### config.mk
export PLATFORM = sky130hd
export DESIGN_NAME = arch_maptable
export DESIGN_NICKNAME = d
export VERILOG_FILES = /design/src/rtl/arch_maptable_pkg.sv /design/src/rtl/amt_bypass.sv /design/src/rtl/arch_maptable.sv
export SDC_FILE = /design/constraint.sdc
export NUM_CORES = 1
export LEC_CHECK = 0
export BUFFER_PORTS_ARGS = -buffer_cell sky130_fd_sc_hd__buf_4
export CAP_MARGIN = 20
export CORE_MARGIN = 3
export CORE_UTILIZATION = 57
export CTS_CLUSTER_SIZE = 30
export DETAILED_ROUTE_END_ITERATION = 6
export PLACE_DENSITY = 0.81
export SLEW_MARGIN = 10
export SYNTH_ARGS = -nofsm -noshare
export SYNTH_HDL_FRONTEND = slang
export SYNTH_HIERARCHICAL = 1
export SYNTH_SLANG_ARGS = --single-unit
### constraint.sdc
create_clock -name clk_i -period 7.78 [get_ports clk_i]
set_clock_uncertainty 0.15 [all_clocks]
set_input_delay 0.389 -clock clk_i [delete_from_list [all_inputs] [get_ports clk_i]]
set_output_delay 0.389 -clock clk_i [all_outputs]
set_load 0.05 [all_outputs]
### src/rtl/arch_maptable_pkg.sv
// Shared rename-path types: retire lanes, committed map entries and freelist returns.
// Width macros are global so every file in the slice sizes these structs the same way.
`ifndef ARCH_MAPTABLE_PKG_SV
`define ARCH_MAPTABLE_PKG_SV

`define RT_NUM         2
`define MT_ENTRY       32
`define TAG_IDX_WIDTH  6
`define ARCH_IDX_WIDTH 5

package arch_maptable_pkg;

    typedef struct packed {
        logic                         wr_en;
        logic [`ARCH_IDX_WIDTH-1:0]   arch_reg;
        logic [`TAG_IDX_WIDTH-1:0]    phy_tag;
    } ROB_AMT;

    typedef struct packed {
        logic [`TAG_IDX_WIDTH-1:0]    amt_tag;
    } AMT_ENTRY;

    typedef struct packed {
        logic                         valid;
        logic [`TAG_IDX_WIDTH-1:0]    tag;
    } AMT_FL;

endpackage

`endif

### src/rtl/amt_bypass.sv
// Applies retire lanes in age order to the committed map, yielding the
// overlaid map and the tag each lane displaces.
module amt_bypass
    import arch_maptable_pkg::*;
#(
    parameter int C_RT_NUM         = `RT_NUM,
    parameter int C_MT_ENTRY       = `MT_ENTRY,
    parameter int C_TAG_IDX_WIDTH  = `TAG_IDX_WIDTH,
    parameter int C_ARCH_IDX_WIDTH = $clog2(C_MT_ENTRY)
) (
    input  AMT_ENTRY                   amt_i     [C_MT_ENTRY],
    input  ROB_AMT                     rob_amt_i [C_RT_NUM],
    output AMT_ENTRY                   amt_o     [C_MT_ENTRY],
    output logic [C_TAG_IDX_WIDTH-1:0] old_tag_o [C_RT_NUM]
);

    AMT_ENTRY                    ovl [C_MT_ENTRY];
    logic [C_ARCH_IDX_WIDTH-1:0] arch;

    // Each lane reads the map as already updated by older lanes, which is
    // exactly the intra-bundle bypass; later lanes overwrite earlier ones.
    always_comb begin
        ovl  = amt_i;
        arch = '0;
        for (int r = 0; r < C_RT_NUM; r++) begin
            arch         = rob_amt_i[r].arch_reg;
            old_tag_o[r] = ovl[arch].amt_tag;
            if (rob_amt_i[r].wr_en && arch != '0) begin
                ovl[arch].amt_tag = rob_amt_i[r].phy_tag;
            end
        end
    end

    assign amt_o = ovl;

endmodule

### src/rtl/arch_maptable.sv
// Architectural map table: committed arch->phy mapping updated by retire
// lanes, with registered release of displaced tags to the freelist.
module arch_maptable
    import arch_maptable_pkg::*;
#(
    parameter int C_RT_NUM         = `RT_NUM,
    parameter int C_MT_ENTRY       = `MT_ENTRY,
    parameter int C_TAG_IDX_WIDTH  = `TAG_IDX_WIDTH,
    parameter int C_ARCH_IDX_WIDTH = $clog2(C_MT_ENTRY)
) (
    input  logic     clk_i,
    input  logic     rst_i,
    input  logic     rollback_i,
    input  ROB_AMT   rob_amt_i [C_RT_NUM],
    output AMT_ENTRY amt_o     [C_MT_ENTRY],
    output AMT_FL    amt_fl_o  [C_RT_NUM]
);

    AMT_ENTRY                   amt_q   [C_MT_ENTRY];
    AMT_ENTRY                   amt_d   [C_MT_ENTRY];
    AMT_FL                      fl_q    [C_RT_NUM];
    AMT_FL                      fl_d    [C_RT_NUM];
    logic [C_TAG_IDX_WIDTH-1:0] old_tag [C_RT_NUM];

    // Committed state is never squashed, so rollback has no effect here.
    logic unused_rollback;
    assign unused_rollback = rollback_i;

    amt_bypass #(
        .C_RT_NUM         (C_RT_NUM),
        .C_MT_ENTRY       (C_MT_ENTRY),
        .C_TAG_IDX_WIDTH  (C_TAG_IDX_WIDTH),
        .C_ARCH_IDX_WIDTH (C_ARCH_IDX_WIDTH)
    ) u_bypass (
        .amt_i     (amt_q),
        .rob_amt_i (rob_amt_i),
        .amt_o     (amt_d),
        .old_tag_o (old_tag)
    );

    // Retiring to x0 frees the incoming tag instead of a displaced one.
    always_comb begin
        for (int r = 0; r < C_RT_NUM; r++) begin
            fl_d[r] = '0;
            if (rob_amt_i[r].wr_en) begin
                fl_d[r].valid = 1'b1;
                fl_d[r].tag   = (rob_amt_i[r].arch_reg == '0) ?
                                rob_amt_i[r].phy_tag : old_tag[r];
            end
        end
    end

    always_ff @(posedge clk_i or posedge rst_i) begin
        if (rst_i) begin
            for (int i = 0; i < C_MT_ENTRY; i++) begin
                amt_q[i].amt_tag <= C_TAG_IDX_WIDTH'(i);
            end
            for (int r = 0; r < C_RT_NUM; r++) begin
                fl_q[r] <= '0;
            end
        end else begin
            amt_q <= amt_d;
            fl_q  <= fl_d;
        end
    end

    assign amt_o    = amt_d;
    assign amt_fl_o = fl_q;

endmodule

### Word level (Yosys, flattened, before mapping)

Index checks and enable logic that the tools add are counted.
W data, S select, Z words.

* input bits: 27
* flip-flop bits (word level): 206
* logic and storage cells: 68

* reductions and logical operators: 8
* bitwise logic cells: 2
* magnitude comparators: 4
* mux-type cells: 18

Operators by type and width (count)
* $bwmux W192: 2
* $mux W192: 2
* $bmux W6 S5: 2
* $demux W6 S5: 2
* $mux W6: 8
* $mux W7: 2
* $ge A6 B6 Y1 const B: 2
* $lt A6 B1 Y1 const B: 2
* $not A5 Y6: 2
* $logic_not A5 Y1: 2
* $reduce_bool A5 Y1: 2
* $logic_and A1 B1 Y1: 4

### Depth between registers and ports, before layout

Gate-level depths: netlist (run 1).

* depth in word-level cells: 12
* gate-level depth with buffers: 12
* mapped depth without buffers: 9

### Modules after synthesis

Netlist (run 1), hierarchy kept.

Modules (own cells, without submodules)
* amt_bypass: times used 1, cells each 1064, area an instance 7389.6 um2
* arch_maptable: times used 1, cells each 249, area an instance 5539.1 um2

### Worst setup path before layout (run 1)

Ideal clock, no wire load.

* path kind: in2out
* from: in rob_amt_i[6] (netlist name)
* to: out amt_o[120] (netlist name)
* data required time: 7.241 ns
* data arrival time: 2.661 ns
* path buffers: 4
* stages on the path: 7
* slack: 4.580 ns
* cell sequence: buf_1 clkbuf_1 and3_1 clkbuf_1 nand2_1 clkbuf_1 a21oi_1

RTL lines
* start: declaration: line arch_maptable.sv:14 `input ROB_AMT rob_amt_i [C_RT_NUM],`
* end: declaration: line arch_maptable.sv:15 `output AMT_ENTRY amt_o [C_MT_ENTRY],`

==> results of run 1 <==
==> metrics by stage <==
| stage | area [sq um] | total power, mW | utilization |
|---|---|---|---|
| floorplan | 12930 | 3.334 | - |
| global placement | 14560 | 4.168 | 0.6608 |
| detailed placement | 14560 | 4.205 | 0.6608 |
| CTS | 15390 | 5.385 | 0.6989 |
| global route | 15390 | 5.580 | 0.6989 |
| finish | 15400 | 5.433 | 0.6990 |
==> cells by family (layout without fill, tap and decap cells) <==
logic type,after synthesis,after routing
compound gates,281,281
mux,294,294
other cells,0,1
buf+inv,139,290
flops,206,206
simple gates,393,393
==> state kept, by name, summed over array words and instances (netlist names) <==
register and cells:
amt_fl_o 14, amt_q 192
==> critical path, cell delays in order <==
cell and delay [ps]:
buf_4 260, nor2_1 1000, and2_0 690, nand2_1 470
a21oi_1 420, buf_4 270
==> cell type report <==
cell class	instances	area, sq um	area share
sequential	206	5255	0.3413
timing repair buffer	241	1817	0.1180
multi-input combinational	968	7129	0.4631
clock inverter	6	133.9	0.008696
inverter	7	33.78	0.002194
tap	280	350.3	0.02276
antenna	1	2.502	0.0001625
clock buffer	36	674.4	0.04380
==> per-layer routing <==
| metal | vias to the layer above | share of wire |
|---|---|---|
| met5 | - | 0 |
| met4 | 0 | 0.064 |
| met3 | 202 | 0.15 |
| met2 | 1048 | 0.43 |
| met1 | 5805 | 0.36 |
| li1 | 5026 | - |
==> where the power goes <==
part / leakage, nW / internal, mW / total, mW / switching (mW)
logic: 4.09 / 0.786 / 2.67 / 1.89
registers: 2.36 / 1.43 / 1.58 / 0.150
clock network: 0.394 / 0.727 / 1.18 / 0.453
total: 6.84 / 2.95 / 5.43 / 2.49
==> how the worst max path moves through the flow <==
stage | slack, ps | cells past startpoint | endpoint | start
6_report | 3730 | 6 | amt_o[139] | rob_amt_i[6]
5_1_grt | 3730 | 11 | amt_fl_o[2] | rob_amt_i[19]
4_1_cts | 3980 | 6 | amt_o[18] | rob_amt_i[6]
3_5_place_dp | 3540 | 11 | amt_fl_o[1] | rob_amt_i[18]
3_3_place_gp | 3570 | 9 | amt_fl_o[1] | rob_amt_i[18]
2_1_floorplan | 1750 | 1 | amt_fl_o[0] | rst_i
==> layout by cell type (no fill, tap or decap), drive strengths merged, types with 3 or more instances in the layout <==
master	Yosys	layout
a32oi	3	3
dfrtp	126	126
dfstp	80	80
nand3b	4	4
o221ai	3	3
nor3b	3	3
nor2	231	231
a2111oi	3	3
mux4	66	66
bufinv	0	4
nor4	3	3
inv	7	8
nand3	9	9
o21ai	12	12
and3	5	5
mux2i	221	221
a21oi	188	188
a22o	3	3
nor2b	5	5
o22ai	26	26
nor3	3	3
buf	28	238
a221oi	10	10
clkbuf	104	36
dlygate4sd3	0	3
a31oi	4	4
mux2	7	7
a22oi	4	4
or3	3	3
nand4b	4	4
nand2	106	106
and4bb	3	3
a221o	4	4
a211oi	3	3
==> impl_table.tex, run 1 <==
\begin{tabular}{lr}
\hline
Metric & Value \\
\hline
\multicolumn{2}{l}{\textbf{STA}} \\
\quad Slack of the critical path & about 3700 ps \\
\quad Time the final worst path needs with I/O delays and setup & 4046 ps \\
\quad Worst-case hold slack & 180.8 ps \\
\quad RSZ-0062 raised after global routing & false \\
\quad Final slew viol count & 0 \\
\quad FMAX & 247.1 MHz \\
\quad Share of the clock period used by the worst path & 0.5201 \\
\quad Final Hold Viols & 0 \\
\quad Slew at the pin closest to its max-slew limit & 1255 ps \\
\quad Final setup violation count & 0 \\
\quad Final sum of negative setup slack & 0 ps \\
\quad Headroom to the max-slew limit & 0.1603 \\
\multicolumn{2}{l}{\textbf{Synth}} \\
\quad Top cells by count, synth & nor2\_1 (228), mux2i\_1 (221), a21oi\_1 (188), dfrtp\_1 (126), nand2\_1 (106) \\
\quad Number of instances in the synthesized netlist & 1313 \\
\quad Yosys cell types & 61 \\
\quad Proportion of synthesized chip area in sequential cells & 0.4065 \\
\quad Top\_reg\_cell synth & dfrtp\_1 \\
\quad Async set or reset register ratio after synthesis & 1.000 \\
\quad Xor/xnor share of the synthesized area & 0 \\
\quad Multiplexer area fraction after synthesis & 0.2922 \\
\quad Largest family of logic cells by synthesized area & multiplexers \\
\quad Cells taking the most area after synthesis & dfrtp\_1 (24\%), mux2i\_1 (17\%), dfstp\_2 (16\%), mux4\_2 (11\%), a21oi\_1 (7.3\%) \\
\quad Post-Synthesis Mean Instance Area & 9.847 sq um \\
\quad Area of the mapped netlist & 12930 sq um \\
\quad Most instantiated library cell after synthesis & nor2\_1 \\
\quad Total of flip-flops plus latches after synthesis & a little over 200 \\
\quad Basic-gate share of the synthesized area counting and, or, nand and nor cells & 0.1333 \\
\quad Leading area contributor after synthesis & dfrtp\_1 \\
\quad Adder and majority gate portion of the synthesized area & 0 \\
\quad Number of synthesized flops with an enable pin & 0 \\
\quad Mapped Nets & 1340 \\
\quad Complex-gate fraction of the synthesized area & 0.1260 \\
\quad Top-area cell type share of the netlist area & 0.2439 \\
\quad YS warnings & 6 \\
\multicolumn{2}{l}{\textbf{Outcome}} \\
\quad Result of the run & finished with violations \\
\quad Violated checks & DRC \\
\multicolumn{2}{l}{\textbf{Clocking}} \\
\quad Number of setup buffers added after CTS & 0 \\
\quad Root buffer selected by CTS & clkbuf\_16 \\
\quad Total CTS buffers & 23 \\
\quad Number of buffers on the longest clock path & 3 \\
\quad Count of hold-fix buffers inserted at cts & 3 \\
\quad TritonCTS sink count & 206 \\
\quad Post-CTS sizing & 0 \\
\quad H-Tree Depth & 1 \\
\quad Reg clk slew, reported paths & about 60 ps \\
\quad Clock latency at the later pin of the worst-skew pair & around 530 ps \\
\quad CTS tree & done \\
\multicolumn{2}{l}{\textbf{Critical path}} \\
\quad Worst setup SP type & input port \\
\quad CP Capture Type & primary output \\
\quad Data required time of the worst path & 7240 ps \\
\quad Classification of the worst setup path & input port to primary output \\
\quad Reg2reg end & amt\_fl\_o[0] \\
\quad Minimum setup slack among reg-to-reg paths & 5440 ps \\
\quad Worst Path Arrival & 3510 ps \\
\quad FF-to-FF Start & amt\_q[180] \\
\quad Number of cells on the worst reg-to-reg path & 8 \\
\quad Largest fanout of any net on the critical path & 28 \\
\multicolumn{2}{l}{\textbf{Finish}} \\
\quad Share of cells above drive strength 1 & 0.3005 \\
\quad Post-layout instance count excluding filler cells & 1745 \\
\quad Area added between synthesis and finish & 19.08\% \\
\quad Nets & 1474 \\
\quad FILL cells & 1674 \\
\multicolumn{2}{l}{\textbf{GRT}} \\
\quad Antenna violations before repair & 2 \\
\quad Total congestion overflow after global routing & 0 \\
\quad Global routing usage summed across all routing layers & 0.4157 \\
\quad Met2 track demand over resource in global routing & 0.6175 \\
\quad Met1 Track Usage GR & 0.5761 \\
\quad GRT met3 Usage & 0.1034 \\
\quad Pin count of the biggest net entering global routing & 130 \\
\quad Vias in the first global route & 11610 \\
\quad First-pass GRT wire length & 75860 microns \\
\quad Busiest layer in global routing & met2 \\
\multicolumn{2}{l}{\textbf{Drt}} \\
\quad First-iteration detailed-routing DRC count & around 1900 \\
\quad Vias & 12080 \\
\quad Average via count per standard cell & 6.923 \\
\quad Number of iterations in the first detailed-routing pass & 7 \\
\quad Detailed-route wire length & 51810 microns \\
\quad Remaining antenna violation count after routing & 0 \\
\quad WL per Instance & 29.69 microns \\
\quad Residual DRC count & 1 \\
\multicolumn{2}{l}{\textbf{Pwr}} \\
\quad Areal power density over the cells & roughly 350 nW/um\^{}2 \\
\quad Peak VDD IR & 0.0003172 V \\
\quad Standby leakage power & 6.845 nW \\
\multicolumn{2}{l}{\textbf{Floorplanning}} \\
\quad Floorplan die width & 156.6 microns \\
\quad Initial Util & 0.5870 \\
\quad Boundary pin count & 233 \\
\quad Core box area & 22030 sq um \\
\quad Die height & 156.6 microns \\
\quad Floorplan die area & 24530 sq um \\
\quad Core Rows & 54 \\
\multicolumn{2}{l}{\textbf{Place}} \\
\quad Inst Count DP & 1699 \\
\quad DP HPWL & 36110 microns \\
\quad Setup Slack @ Placement & 3538 ps \\
\quad Gp weighted congestion & 1.027 \\
\quad Quantity of I/O buffers inserted on ports & about 230 \\
\multicolumn{2}{l}{\textbf{Run}} \\
\quad Max Cap Viol & 0 \\
\multicolumn{2}{l}{\textbf{Hold path}} \\
\quad Worst min-delay path startpoint & rob\_amt\_i[4] \\
\quad WHS Endpoint & amt\_q[4] \\
\quad Cell count of the worst hold path & 3 \\
\quad Kind of path behind the tightest hold check & input port to flop \\
\hline
\end{tabular}
Note: power is estimated with default switching activity, not from simulation.
==> inputs of run 2 (changes only) <==
==> constraint.sdc (replaced) <==
create_clock -name clk_i -period 4 [get_ports clk_i]
set_clock_uncertainty 0.15 [all_clocks]
set_input_delay 0.2 -clock clk_i [delete_from_list [all_inputs] [get_ports clk_i]]
set_output_delay 0.2 -clock clk_i [all_outputs]
set_load 0.05 [all_outputs]
==> run 2 against run 1 <==
Against the previous run:
- the run still ends with DRC left
- combinational power up 96%
- cell area up 1.6%
- final cell count up 1.9%
- sequential cell count is the same
- clock-buffer cell count up 3
- clock power increased by 87%
- global-route usage is 0.27 points lower
- critical endpoint is now amt_o[151]
- power increased by 94%
- routed wire length increased by 1.1%
- worst hold slack worse by 170 ps
- sequential share of layout area fell by 0.53 points
- critical path depth unchanged
==> impl_table.tex, run 2 (synthesis results as in run 1) <==
\begin{tabular}{lr}
\hline
Metric & Value \\
\hline
\multicolumn{2}{l}{\textbf{Outcome}} \\
\quad Result of the run & finished with violations (unchanged) \\
\quad Violated checks & DRC (unchanged) \\
\multicolumn{2}{l}{\textbf{STA}} \\
\quad Slew at the pin closest to its max-slew limit & 800.5 ps (was 1255 ps) \\
\quad FMAX & 294.8 MHz \\
\quad RSZ-0062 raised after global routing & false (unchanged) \\
\quad Final Hold Viols & 0 (unchanged) \\
\quad Final slew viol count & 0 (unchanged) \\
\quad Final sum of negative setup slack & 0 ps (unchanged) \\
\quad Time the final worst path needs with I/O delays and setup & 3392 ps \\
\quad Slack of the critical path & 608.2 ps (was 3734 ps) \\
\quad Headroom to the max-slew limit & 0.4644 (was 0.1603) \\
\quad Final setup violation count & 0 (unchanged) \\
\quad Share of the clock period used by the worst path & 0.8479 \\
\multicolumn{2}{l}{\textbf{Floorplanning}} \\
\quad Initial Util & 0.5870 (unchanged) \\
\quad Floorplan die area & 24530 sq um (unchanged) \\
\quad Boundary pin count & 233 (unchanged) \\
\quad Core box area & 22030 sq um (unchanged) \\
\quad Floorplan die width & 156.6 microns (unchanged) \\
\quad Die height & 156.6 microns (unchanged) \\
\quad Core Rows & 54 (unchanged) \\
\multicolumn{2}{l}{\textbf{Finish}} \\
\quad Final core utilization & 0.7100 (was 0.6990) \\
\quad Most common cell after layout, fill and taps aside & buf\_4 (unchanged) \\
\quad Nets & 1504 (was 1474) \\
\quad Share of cells above drive strength 1 & 0.3110 (was 0.3005) \\
\quad Register with the most flip-flops & amt\_q (unchanged) \\
\quad Area added between synthesis and finish & 20.96\% (was 19.08\%) \\
\quad Max reg flops & 192 (unchanged) \\
\quad Most frequent cells in the layout & buf\_4 (259), nor2\_1 (228), mux2i\_1 (221), a21oi\_1 (188), dfrtp\_1 (126) (was buf\_4 (238), nor2\_1 (228), mux2i\_1 (221), a21oi\_1 (188), dfrtp\_1 (126)) \\
\quad Final design area excluding fillers & 15640 sq um (was 15400 sq um) \\
\multicolumn{2}{l}{\textbf{Run}} \\
\quad Max Cap Viol & 0 (unchanged) \\
\multicolumn{2}{l}{\textbf{Pwr}} \\
\quad Proportion of power drawn by combinational gates & 0.496 (was 0.492) \\
\quad Peak VDD IR & 0.0005952 V (was 0.0003172 V) \\
\quad Areal power density over the cells & 672.3 nW/um\^{}2 (was 352.9 nW/um\^{}2) \\
\quad Net switching component of the power & 4.882 mW (was 2.488 mW) \\
\quad Switching portion of total power & 0.4643 (was 0.4579) \\
\quad Total Power Consumption & 10.51 mW (was 5.433 mW) \\
\quad Seq pwr share & 0.293 (was 0.291) \\
\quad Clk pwr share & 0.210 (was 0.217) \\
\quad Power Internal & 5.632 mW (was 2.945 mW) \\
\quad Standby leakage power & 6.988 nW (was 6.845 nW) \\
\multicolumn{2}{l}{\textbf{Drt}} \\
\quad Vias & 12540 (was 12080) \\
\quad Detailed-route wire length & 52380 microns (was 51810 microns) \\
\quad First-iteration detailed-routing DRC count & 1975 (was 1946) \\
\quad Number of iterations in the first detailed-routing pass & 7 (unchanged) \\
\quad WL per Instance & 29.46 microns (was 29.69 microns) \\
\quad Residual DRC count & 13 (was 1) \\
\quad Average via count per standard cell & 7.053 (was 6.923) \\
\quad Remaining antenna violation count after routing & 0 (unchanged) \\
\multicolumn{2}{l}{\textbf{Clocking}} \\
\quad CTS tree & done (unchanged) \\
\quad H-Tree Depth & 1 (unchanged) \\
\quad Post-CTS sizing & 0 (unchanged) \\
\quad TritonCTS sink count & 206 (unchanged) \\
\quad Clock latency at the later pin of the worst-skew pair & 530 ps (about the same) \\
\quad Root buffer selected by CTS & clkbuf\_16 (unchanged) \\
\quad Total CTS buffers & 24 (was 23) \\
\quad Number of buffers on the longest clock path & 3 (unchanged) \\
\quad Reg clk slew, reported paths & 60 ps (about the same) \\
\quad Number of setup buffers added after CTS & 0 (unchanged) \\
\quad Count of hold-fix buffers inserted at cts & 8 (was 3) \\
\multicolumn{2}{l}{\textbf{GRT}} \\
\quad Pin count of the biggest net entering global routing & 106 (was 130) \\
\quad Total congestion overflow after global routing & 0 (unchanged) \\
\quad Antenna violations before repair & 5 (was 2) \\
\quad Vias in the first global route & 12000 (was 11610) \\
\quad Global routing usage summed across all routing layers & 0.4130 (was 0.4157) \\
\quad First-pass GRT wire length & 76010 microns (was 75860 microns) \\
\multicolumn{2}{l}{\textbf{Place}} \\
\quad DP HPWL & 36800 microns (was 36110 microns) \\
\quad Gp weighted congestion & 1.065 (was 1.027) \\
\quad Setup Slack @ Placement & 680.2 ps (was 3538 ps) \\
\quad Quantity of I/O buffers inserted on ports & 231 (unchanged) \\
\quad Placed standard-cell area & 14770 sq um (was 14560 sq um) \\
\multicolumn{2}{l}{\textbf{Critical path}} \\
\quad CP Capture Type & primary output (unchanged) \\
\quad Data required time of the worst path & 3650 ps (was 7240 ps) \\
\quad Classification of the worst setup path & input port to primary output (unchanged) \\
\quad Worst Path Arrival & 3040 ps (was 3510 ps) \\
\quad Largest fanout of any net on the critical path & 25 (was 28) \\
\quad Worst setup SP type & input port (unchanged) \\
\multicolumn{2}{l}{\textbf{Hold path}} \\
\quad Kind of path behind the tightest hold check & input port to flop (unchanged) \\
\hline
\end{tabular}
run 2: layout make-up:
type,instances,area (sq um)
Timing Repair Buffer,270,2085
Fill cell,1641,6387
Clock buffer,39,728.2
Inverter,7,30.03
Clock inverter,5,53.80
Antenna cell,3,7.507
Multi-Input combinational cell,968,7129
Tap cell,280,350.3
Sequential cell,206,5255
run 2: final timing paths:
check | from | endpoint | slack [ps] | cells after the start
max in group asynchronous | rst_i | amt_q[78] | 2440 | 4
worst min register to register | amt_q[188] | amt_q[188] | 280 | 0
worst max-delay path | rob_amt_i[7] | amt_o[151] | 610 | 6
worst min-delay path | rob_amt_i[2] | amt_q[20] | 8 | 3
worst max register to register | amt_q[180] | amt_fl_o[0] | 1630 | 8
min in group asynchronous | rst_i | amt_q[47] | 230 | 3
run 2: power groups by stage:
stage	Sequential [mW]	Clock [mW]	Combinational [mW]
floorplan	3.08	0	3.40
global placement	3.07	0	5.06
detailed placement	3.10	0	5.10
CTS	3.07	2.21	5.12
global route	3.14	2.29	5.34
finish	3.08	2.21	5.22
run 2: metrics by stage:
stage | std cells | hold WS, ps
6_report | 1778 | 7.516
5_1_grt | 1775 | 9.513
4_1_cts | 1775 | 3.159
3_5_place_dp | 1723 | 237.1
3_3_place_gp | 1723 | 228.7
2_1_floorplan | 1313 | 81.43
run 2: layer usage:
metal  global-route usage  part of all wire  up-vias
met5                    0           0.00069        -
met1               0.5506              0.35     6039
met2               0.6288              0.44     1166
met4               0.1947             0.065        6
li1                     -                 -     5081
met3               0.1175              0.15      249
run 2: critical path, cell delays in order:
cell,delay (ps)
buf_4,370
inv_1,470
nor2_1,760
nand2_1,530
a21oi_1,440
buf_4,260
